==> src/rtl/nubus_pkg.sv <==
// rtl/nubus_pkg.sv - shared types and constants for the NuBus master sequencer
// Contents:
//   nub_state_e          sequencer state encoding
//   TM_OK/ERR/TMO/RETRY  completion status codes as returned on TM1/TM0 with ACK
//   LOCK_ATTN/NULL_ATTN  TM codes driven during attention cycles
package nubus_pkg;

  typedef enum logic [2:0] {
    ST_IDLE        = 3'd0,
    ST_ARB         = 3'd1,
    ST_LATTN       = 3'd2,
    ST_ADDR        = 3'd3,
    ST_DATA        = 3'd4,
    ST_DONE        = 3'd5,
    ST_LOCKED_IDLE = 3'd6,
    ST_NATTN       = 3'd7
  } nub_state_e;

  localparam logic [1:0] TM_OK    = 2'b00;
  localparam logic [1:0] TM_ERR   = 2'b01;
  localparam logic [1:0] TM_TMO   = 2'b10;
  localparam logic [1:0] TM_RETRY = 2'b11;

  localparam logic [1:0] LOCK_ATTN = 2'b01;
  localparam logic [1:0] NULL_ATTN = 2'b11;

endpackage

==> src/rtl/nubus_master_seq_if.sv <==
// rtl/nubus_master_seq_if.sv - local-bus and NuBus pad signals of the master sequencer
// Signals:
//   cpu_req, cpu_write, cpu_lock, cpu_tm   local request (into the sequencer)
//   nub_arb_won, nub_start_i, nub_ack_i,
//   nub_tm_i                               sampled NuBus/arbiter state (into the sequencer)
//   nub_rqst_oe_o, nub_start_o, nub_ack_o,
//   nub_tm_o, nub_ctl_oe_o, nub_ad_oe_o    pad drives (from the sequencer)
//   cpu_done_o, cpu_status_o, cpu_err_o    completion report (from the sequencer)
// Modports: master = sequencer side, slave = card/pad-ring side.
interface nubus_master_seq_if;

  logic       cpu_req;
  logic       cpu_write;
  logic       cpu_lock;
  logic [1:0] cpu_tm;
  logic       nub_arb_won;
  logic       nub_start_i;
  logic       nub_ack_i;
  logic [1:0] nub_tm_i;

  logic       nub_rqst_oe_o;
  logic       nub_start_o;
  logic       nub_ack_o;
  logic [1:0] nub_tm_o;
  logic       nub_ctl_oe_o;
  logic       nub_ad_oe_o;
  logic       cpu_done_o;
  logic [1:0] cpu_status_o;
  logic       cpu_err_o;

  modport master (
    input  cpu_req, cpu_write, cpu_lock, cpu_tm,
    input  nub_arb_won, nub_start_i, nub_ack_i, nub_tm_i,
    output nub_rqst_oe_o, nub_start_o, nub_ack_o, nub_tm_o,
    output nub_ctl_oe_o, nub_ad_oe_o,
    output cpu_done_o, cpu_status_o, cpu_err_o
  );

  modport slave (
    output cpu_req, cpu_write, cpu_lock, cpu_tm,
    output nub_arb_won, nub_start_i, nub_ack_i, nub_tm_i,
    input  nub_rqst_oe_o, nub_start_o, nub_ack_o, nub_tm_o,
    input  nub_ctl_oe_o, nub_ad_oe_o,
    input  cpu_done_o, cpu_status_o, cpu_err_o
  );

endinterface

==> src/rtl/nubus_bus_monitor.sv <==
// rtl/nubus_bus_monitor.sv - tracks whether another master owns a NuBus transaction
// Ports:
//   clk, resetn   clock, synchronous active-low reset
//   start, ack    sampled START / ACK, active-high
//   own_start     this card is driving START in the current cycle
//   busy          a foreign transaction is between its START and its ACK
module nubus_bus_monitor (
  input  logic clk,
  input  logic resetn,
  input  logic start,
  input  logic ack,
  input  logic own_start,
  output logic busy
);

  // ACK ends any transaction; an attention cycle carries START and ACK
  // together, so the ACK check first also keeps ATTN cycles from setting busy.
  always_ff @(posedge clk) begin
    if (!resetn) begin
      busy <= 1'b0;
    end else if (ack) begin
      busy <= 1'b0;
    end else if (start && !own_start) begin
      busy <= 1'b1;
    end
  end

endmodule

==> src/rtl/nubus_master_seq.sv <==
// rtl/nubus_master_seq.sv - registered NuBus master cycle sequencer
// Parameters:
//   RETRY_MAX   re-arbitrations allowed after TRY-AGAIN-LATER (0 = none)
//   TIMEOUT     DATA cycles without ACK before a local abort
// Ports:
//   nub_clkn    NuBus clock, rising-edge
//   nub_resetn  synchronous active-low reset
//   bus         nubus_master_seq_if.master: local request, sampled bus, pad drives, completion
// Build option: NUBUS_TIMEOUT_EN adds the DATA-phase no-ACK timeout counter.
module nubus_master_seq
  import nubus_pkg::*;
#(
  parameter int RETRY_MAX = 3,
  parameter int TIMEOUT   = 255
) (
  input  logic               nub_clkn,
  input  logic               nub_resetn,
  nubus_master_seq_if.master bus
);

  localparam int RETRY_W = (RETRY_MAX < 1) ? 1 : $clog2(RETRY_MAX + 1);
  localparam logic [RETRY_W-1:0] RETRY_LIM = RETRY_W'(RETRY_MAX);

  nub_state_e         state_q, state_d;
  logic               write_q, lock_q;
  logic [1:0]         tm_q;
  logic [1:0]         status_q, status_d;
  logic [RETRY_W-1:0] retry_cnt;
  logic               load_req, load_next, retry_inc;
  logic               busy, tmo_hit, tmo_abort_q;

  logic       rqst_drv, start_drv, ack_drv, ctl_drv, ad_drv, done_drv;
  logic [1:0] tm_drv;

  nubus_bus_monitor u_mon (
    .clk       (nub_clkn),
    .resetn    (nub_resetn),
    .start     (bus.nub_start_i),
    .ack       (bus.nub_ack_i),
    .own_start (start_drv),
    .busy      (busy)
  );

`ifdef NUBUS_TIMEOUT_EN
  localparam int TMO_W = $clog2(TIMEOUT + 1);
  localparam logic [TMO_W-1:0] TMO_LAST = TMO_W'(TIMEOUT - 1);

  logic [TMO_W-1:0] tmo_cnt;

  // Expires on the TIMEOUT-th DATA cycle without ACK; an ACK in that same
  // cycle masks it so the target's status is reported instead.
  assign tmo_hit = (state_q == ST_DATA) && !bus.nub_ack_i && (tmo_cnt == TMO_LAST);

  always_ff @(posedge nub_clkn) begin
    if (!nub_resetn) begin
      tmo_cnt     <= '0;
      tmo_abort_q <= 1'b0;
    end else begin
      if (state_q == ST_DATA && !bus.nub_ack_i && !tmo_hit) begin
        tmo_cnt <= tmo_cnt + 1'b1;
      end else begin
        tmo_cnt <= '0;
      end
      // Remembers the abort through DONE so a locked sequence is closed with NULL-ATTN.
      if (tmo_hit) begin
        tmo_abort_q <= 1'b1;
      end else if (state_q == ST_DONE) begin
        tmo_abort_q <= 1'b0;
      end
    end
  end
`else
  logic unused_timeout;
  assign unused_timeout = |TIMEOUT;
  assign tmo_hit        = 1'b0;
  assign tmo_abort_q    = 1'b0;
`endif

  always_ff @(posedge nub_clkn) begin
    if (!nub_resetn) begin
      state_q <= ST_IDLE;
    end else begin
      state_q <= state_d;
    end
  end

  always_comb begin
    state_d   = state_q;
    status_d  = status_q;
    load_req  = 1'b0;
    load_next = 1'b0;
    retry_inc = 1'b0;
    case (state_q)
      ST_IDLE: begin
        if (bus.cpu_req) begin
          state_d  = ST_ARB;
          load_req = 1'b1;
        end
      end
      ST_ARB: begin
        if (bus.nub_arb_won && !busy) begin
          state_d = lock_q ? ST_LATTN : ST_ADDR;
        end
      end
      ST_LATTN: state_d = ST_ADDR;
      ST_ADDR:  state_d = ST_DATA;
      ST_DATA: begin
        if (bus.nub_ack_i) begin
          if (bus.nub_tm_i == TM_RETRY && retry_cnt < RETRY_LIM) begin
            // A locked sequence still owns the bus, so it skips arbitration.
            retry_inc = 1'b1;
            state_d   = lock_q ? ST_ADDR : ST_ARB;
          end else begin
            state_d  = ST_DONE;
            status_d = bus.nub_tm_i;
          end
        end else if (tmo_hit) begin
          state_d  = ST_DONE;
          status_d = TM_TMO;
        end
      end
      ST_DONE: begin
        if (!lock_q) begin
          state_d = ST_IDLE;
        end else begin
          state_d = tmo_abort_q ? ST_NATTN : ST_LOCKED_IDLE;
        end
      end
      ST_LOCKED_IDLE: begin
        if (!bus.cpu_lock) begin
          state_d = ST_NATTN;
        end else if (bus.cpu_req) begin
          state_d   = ST_ADDR;
          load_next = 1'b1;
        end
      end
      ST_NATTN: state_d = ST_IDLE;
      default:  state_d = ST_IDLE;
    endcase
  end

  always_ff @(posedge nub_clkn) begin
    if (!nub_resetn) begin
      write_q   <= 1'b0;
      lock_q    <= 1'b0;
      tm_q      <= 2'b00;
      status_q  <= TM_OK;
      retry_cnt <= '0;
    end else begin
      if (load_req) begin
        write_q <= bus.cpu_write;
        tm_q    <= bus.cpu_tm;
        lock_q  <= bus.cpu_lock;
      end else if (load_next) begin
        write_q <= bus.cpu_write;
        tm_q    <= bus.cpu_tm;
      end else if (state_d == ST_IDLE) begin
        lock_q <= 1'b0;
      end
      status_q <= status_d;
      if (state_d == ST_DONE) begin
        retry_cnt <= '0;
      end else if (retry_inc) begin
        retry_cnt <= retry_cnt + 1'b1;
      end
    end
  end

  // Pad drives decode from state and captured fields only. RQST stays asserted
  // across a whole locked sequence so no other master can slip in between.
  always_comb begin
    rqst_drv  = 1'b0;
    start_drv = 1'b0;
    ack_drv   = 1'b0;
    tm_drv    = 2'b00;
    ctl_drv   = 1'b0;
    ad_drv    = 1'b0;
    done_drv  = 1'b0;
    case (state_q)
      ST_ARB: rqst_drv = 1'b1;
      ST_LATTN: begin
        rqst_drv  = 1'b1;
        start_drv = 1'b1;
        ack_drv   = 1'b1;
        tm_drv    = LOCK_ATTN;
        ctl_drv   = 1'b1;
      end
      ST_ADDR: begin
        rqst_drv  = lock_q;
        start_drv = 1'b1;
        tm_drv    = tm_q;
        ctl_drv   = 1'b1;
        ad_drv    = 1'b1;
      end
      ST_DATA: begin
        rqst_drv = lock_q;
        ad_drv   = write_q;
      end
      ST_DONE: begin
        rqst_drv = lock_q;
        done_drv = 1'b1;
      end
      ST_LOCKED_IDLE: rqst_drv = 1'b1;
      ST_NATTN: begin
        rqst_drv  = 1'b1;
        start_drv = 1'b1;
        ack_drv   = 1'b1;
        tm_drv    = NULL_ATTN;
        ctl_drv   = 1'b1;
      end
      default: ;
    endcase
  end

  assign bus.nub_rqst_oe_o = rqst_drv;
  assign bus.nub_start_o   = start_drv;
  assign bus.nub_ack_o     = ack_drv;
  assign bus.nub_tm_o      = tm_drv;
  assign bus.nub_ctl_oe_o  = ctl_drv;
  assign bus.nub_ad_oe_o   = ad_drv;
  assign bus.cpu_done_o    = done_drv;
  assign bus.cpu_status_o  = status_q;
  assign bus.cpu_err_o     = (status_q != TM_OK);

endmodule
==> src/flat_wrapper.sv <==
// flat-port wrapper written by rule: the top's interface ports become plain ports
module nubus_master_seq_flat import nubus_pkg::*;
#(
  parameter int RETRY_MAX = 3,
  parameter int TIMEOUT   = 255
)
  (nub_clkn, nub_resetn, bus_cpu_req, bus_cpu_write, bus_cpu_lock, bus_cpu_tm, bus_nub_arb_won, bus_nub_start_i, bus_nub_ack_i, bus_nub_tm_i, bus_nub_rqst_oe_o, bus_nub_start_o, bus_nub_ack_o, bus_nub_tm_o, bus_nub_ctl_oe_o, bus_nub_ad_oe_o, bus_cpu_done_o, bus_cpu_status_o, bus_cpu_err_o);
  nubus_master_seq_if bus_i ();
  input  logic nub_clkn;
  input  logic nub_resetn;
  input wire logic [$bits(bus_i.cpu_req)-1:0] bus_cpu_req;
  input wire logic [$bits(bus_i.cpu_write)-1:0] bus_cpu_write;
  input wire logic [$bits(bus_i.cpu_lock)-1:0] bus_cpu_lock;
  input wire logic [$bits(bus_i.cpu_tm)-1:0] bus_cpu_tm;
  input wire logic [$bits(bus_i.nub_arb_won)-1:0] bus_nub_arb_won;
  input wire logic [$bits(bus_i.nub_start_i)-1:0] bus_nub_start_i;
  input wire logic [$bits(bus_i.nub_ack_i)-1:0] bus_nub_ack_i;
  input wire logic [$bits(bus_i.nub_tm_i)-1:0] bus_nub_tm_i;
  output wire logic [$bits(bus_i.nub_rqst_oe_o)-1:0] bus_nub_rqst_oe_o;
  output wire logic [$bits(bus_i.nub_start_o)-1:0] bus_nub_start_o;
  output wire logic [$bits(bus_i.nub_ack_o)-1:0] bus_nub_ack_o;
  output wire logic [$bits(bus_i.nub_tm_o)-1:0] bus_nub_tm_o;
  output wire logic [$bits(bus_i.nub_ctl_oe_o)-1:0] bus_nub_ctl_oe_o;
  output wire logic [$bits(bus_i.nub_ad_oe_o)-1:0] bus_nub_ad_oe_o;
  output wire logic [$bits(bus_i.cpu_done_o)-1:0] bus_cpu_done_o;
  output wire logic [$bits(bus_i.cpu_status_o)-1:0] bus_cpu_status_o;
  output wire logic [$bits(bus_i.cpu_err_o)-1:0] bus_cpu_err_o;
  assign bus_i.cpu_req = bus_cpu_req;
  assign bus_i.cpu_write = bus_cpu_write;
  assign bus_i.cpu_lock = bus_cpu_lock;
  assign bus_i.cpu_tm = bus_cpu_tm;
  assign bus_i.nub_arb_won = bus_nub_arb_won;
  assign bus_i.nub_start_i = bus_nub_start_i;
  assign bus_i.nub_ack_i = bus_nub_ack_i;
  assign bus_i.nub_tm_i = bus_nub_tm_i;
  assign bus_nub_rqst_oe_o = bus_i.nub_rqst_oe_o;
  assign bus_nub_start_o = bus_i.nub_start_o;
  assign bus_nub_ack_o = bus_i.nub_ack_o;
  assign bus_nub_tm_o = bus_i.nub_tm_o;
  assign bus_nub_ctl_oe_o = bus_i.nub_ctl_oe_o;
  assign bus_nub_ad_oe_o = bus_i.nub_ad_oe_o;
  assign bus_cpu_done_o = bus_i.cpu_done_o;
  assign bus_cpu_status_o = bus_i.cpu_status_o;
  assign bus_cpu_err_o = bus_i.cpu_err_o;
  nubus_master_seq #(.RETRY_MAX(RETRY_MAX), .TIMEOUT(TIMEOUT)) u_core (.nub_clkn(nub_clkn), .nub_resetn(nub_resetn), .bus(bus_i));
endmodule
==> config.mk <==
export PLATFORM = sky130hd
export DESIGN_NAME = nubus_master_seq_flat
export DESIGN_NICKNAME = d
export VERILOG_FILES = /design/src/rtl/nubus_pkg.sv /design/src/rtl/nubus_master_seq_if.sv /design/src/rtl/nubus_bus_monitor.sv /design/src/rtl/nubus_master_seq.sv /design/src/flat_wrapper.sv
export SDC_FILE = /design/constraint.sdc
export NUM_CORES = 1
export LEC_CHECK = 0
export BUFFER_PORTS_ARGS = -buffer_cell sky130_fd_sc_hd__buf_4
export CAP_MARGIN = 20
export CORE_MARGIN = 4
export CORE_UTILIZATION = 50
export CTS_CLUSTER_SIZE = 20
export DETAILED_ROUTE_END_ITERATION = 8
export GPL_TIMING_DRIVEN = 0
export HOLD_SLACK_MARGIN = 0.08
export PLACE_DENSITY = 0.78
export SLEW_MARGIN = 20
export SYNTH_ARGS = -nofsm -noshare
export SYNTH_HDL_FRONTEND = slang
export SYNTH_HIERARCHICAL = 1
export SYNTH_SLANG_ARGS = --single-unit
==> constraint.sdc <==
create_clock -name nub_clkn -period 3.24 [get_ports nub_clkn]
set_input_delay 0.81 -clock nub_clkn [delete_from_list [all_inputs] [get_ports nub_clkn]]
set_output_delay 0.81 -clock nub_clkn [all_outputs]
set_load 0.1 [all_outputs]
==> run metrics <==
io pins 23; chip width between 40 and 50 um; skew final approximately 2.2 ps; die height ~47 um; Total Die Area 0.002182 mm^2; Slew headroom around 73%; DRC 0; grt met2 use 30.77%; peak fanout along the critical path 10; largest net degree at the start of global routing 11; CP Data Required Time 2430 ps; R2R cell count 5; drt initial violations 23; via count around 700; status finished, final reports clean; Peak VDD IR ~0.39 mV; cell area after synthesis between 700 and 800 um^2; GP Congestion between 0.8 and 0.9; critical path launch point type flip-flop; TritonCTS Buffers 3; HPWL after detailed placement 1362 um; ratio of cells with drive above 1 in the final layout 35.78%; Synth area leaders dfxtp_1 (32%), mux2i_1 (6.7%), nor2b_1 (5.8%), a21boi_1 (3.0%), o221a_1 (3.0%); initial antenna violation count 0; worst hold path type reg -> reg; mux cell area share after synthesis under 10%; Final Hold Violating Endpoints 0; gr busiest metal met2; Syn Area/Cell around 9 um^2; Slew Limit Fails 0; DR WL/cell ~15 um; Setup WS pre-CTS slightly above 1000 ps; crit end category output pin; Core Rows 13; final worst-path cycle share 77.87%; post-synthesis simple-gate area fraction 32.05%; GRT Util Overall 19.73%; XOR/XNOR share of the synthesized area 1.169%; PwrDens 433.9 mW/mm^2; end point of the critical path bus_nub_rqst_oe_o; Final TNS setup 0 ps; Global Route met1 Usage a little over a quarter; hold-fix buffers at CTS 0; Worst Setup SP u_core/state_q[0]$_SDFF_PN0_; synth cell count leaders dfxtp_1 (12), nor2b_1 (7), mux2i_1 (5), nand2_1 (5), nor2_1 (5); most frequent cell after synthesis dfxtp_1; Layout area overhead 30.72%; ys async rst share 0%; Setup Viol. Count Final 0; compound-cell area share of the yosys netlist a little over a fifth; clock root buffer clkbuf_4; reg-to-reg setup timing slack between 1500 and 2000 ps; worst r2r src u_core/state_q[1]$_SDFF_PN0_; worst path arrival time ~1700 ps; Syn Inst Count a little over 80; vias in the first global route 625; CTS Buffer Depth 2; later-pin clock latency in the skew report about 270 ps; RSZ-0062 raised after global routing no; Routed WL 1803 um; Setup WS post-layout around 720 ps; worst slew pin tran approximately 400 ps; Final nets ~120; Final Power 425.1 uW; PortBufs 22; post-synthesis sequential area ratio 32.05%; H-tree depth 1; Post-Route Utilization 72.57%; Starting Density a little under three fifths; clock sink count 12; Vias per Instance between 5 and 6; DRT Pass-1 Iters 4; Core ar. 0.001350 mm^2; syn nets 96; gr ovfl total 0; YS warnings 6; diode count 0; post-layout minimum cycle time between 2000 and 3000 ps; wire length of the first global-routing pass about 3000 um; largest family of logic cells by synthesized area simple AND/OR/NAND/NOR gates; post-synth cell types 40; leading area contributor after synthesis dfxtp_1; CTS clock-pin slew for the worst setup and hold paths around 80 ps; Yosys reg bits 12; postcts setup bufs 0; Top FF cell, synth dfxtp_1; Post-DRT Antenna Nets 0; MaxCap Viol Count 0; reg2reg end u_core/lock_q$_SDFFE_PN0P_; Post-synth EDFFs 0; post-CTS sizing 0; Crit Path Class reg -> out; Yosys top cell area share between 30% and 40%; achievable frequency between 0.3 and 0.4 GHz; Post-Synth Adder-Cell Area ~1.7%; met3 Resource Use GR 5.859%; leakage between 0.0004 and 0.0005 uW; CTS tree yes
## cell usage in the layout, fill, tap and decap left out, drive strengths merged, types with 2 or more instances in the layout
master   n
nor3     2
and3b    2
a21o     2
or2      2
nor2b    7
nand3    2
o21ai    3
buf     26
mux2i    5
nor2     5
o221a    2
inv      3
clkbuf   5
nand2    5
nand2b   2
dfxtp   12
nand3b   2
and3     2
a21boi   3
## worst min-delay path by stage
stage	start	to	slack, ps	cells after the start
2_1_floorplan	u_core/write_q$_SDFFE_PN0P_	u_core/write_q$_SDFFE_PN0P_	480	2
3_3_place_gp	u_core/write_q$_SDFFE_PN0P_	u_core/write_q$_SDFFE_PN0P_	500	2
3_5_place_dp	u_core/tm_q[0]$_SDFFE_PN0P_	u_core/tm_q[0]$_SDFFE_PN0P_	510	2
4_1_cts	u_core/write_q$_SDFFE_PN0P_	u_core/write_q$_SDFFE_PN0P_	530	2
5_1_grt	u_core/tm_q[0]$_SDFFE_PN0P_	u_core/tm_q[0]$_SDFFE_PN0P_	560	2
6_report	u_core/write_q$_SDFFE_PN0P_	u_core/write_q$_SDFFE_PN0P_	520	2
## cell type report
type                    count  area [um^2]
multi-input cells          63        479.2
fillers                   123        370.4
flip-flops and latches     12        240.2
repair buffers             22        165.2
clock buffers               4        36.28
plain buffers               5        28.78
well taps                  15        18.77
inverters                   3        11.26
## critical path: stages (launching register included)
cell and delay, ps:
dfxtp_1 460, buf_2 270, nand2_1 130, o21a_1 190
o22a_1 170, buf_4 230
## routing by layer
layer / part of all wire (%) / vias to the layer above
li1: - / 354
met1: 46 / 321
met4: 0.44 / 0
met2: 47 / 19
met3: 6.8 / 2
met5: 0 / -
## registers in the layout, indices dropped and copies added, names as in the netlist
signal and cells:
u_core/retry_cnt 2, u_core/write_q 1, u_core/u_mon/busy 1, u_core/lock_q 1, u_core/tm_q 2, u_core/bus.cpu_status_o 2, u_core/state_q 3
## where the power goes
group | total, uW | leakage (uW) | internal (uW) | switching [uW]
registers | 164 | 0.0000979 | 155 | 8.40
clock network | 121 | 0.0000210 | 68.3 | 52.7
logic | 141 | 0.000326 | 48.6 | 92.0
total | 425 | 0.000444 | 272 | 153
## metrics by stage
| stage | hold WS (ps) | instances | instance area [um^2] |
|---|---|---|---|
| floorplan | 482.6 | 83 | 759.5 |
| finish | 522.3 | 124 | 979.7 |
| global placement | 496.3 | 120 | 943.4 |
| CTS | 530.1 | 124 | 979.7 |
| global route | 559.0 | 124 | 979.7 |
| detailed placement | 508.5 | 120 | 943.4 |
## logic make-up after synthesis
family,after synthesis
xor+xnor,1
fa+ha+maj,1
simple gates,37
mux,5
buf+inv,8
compound gates,19
flops,12
(Power assumes the default switching activity.)
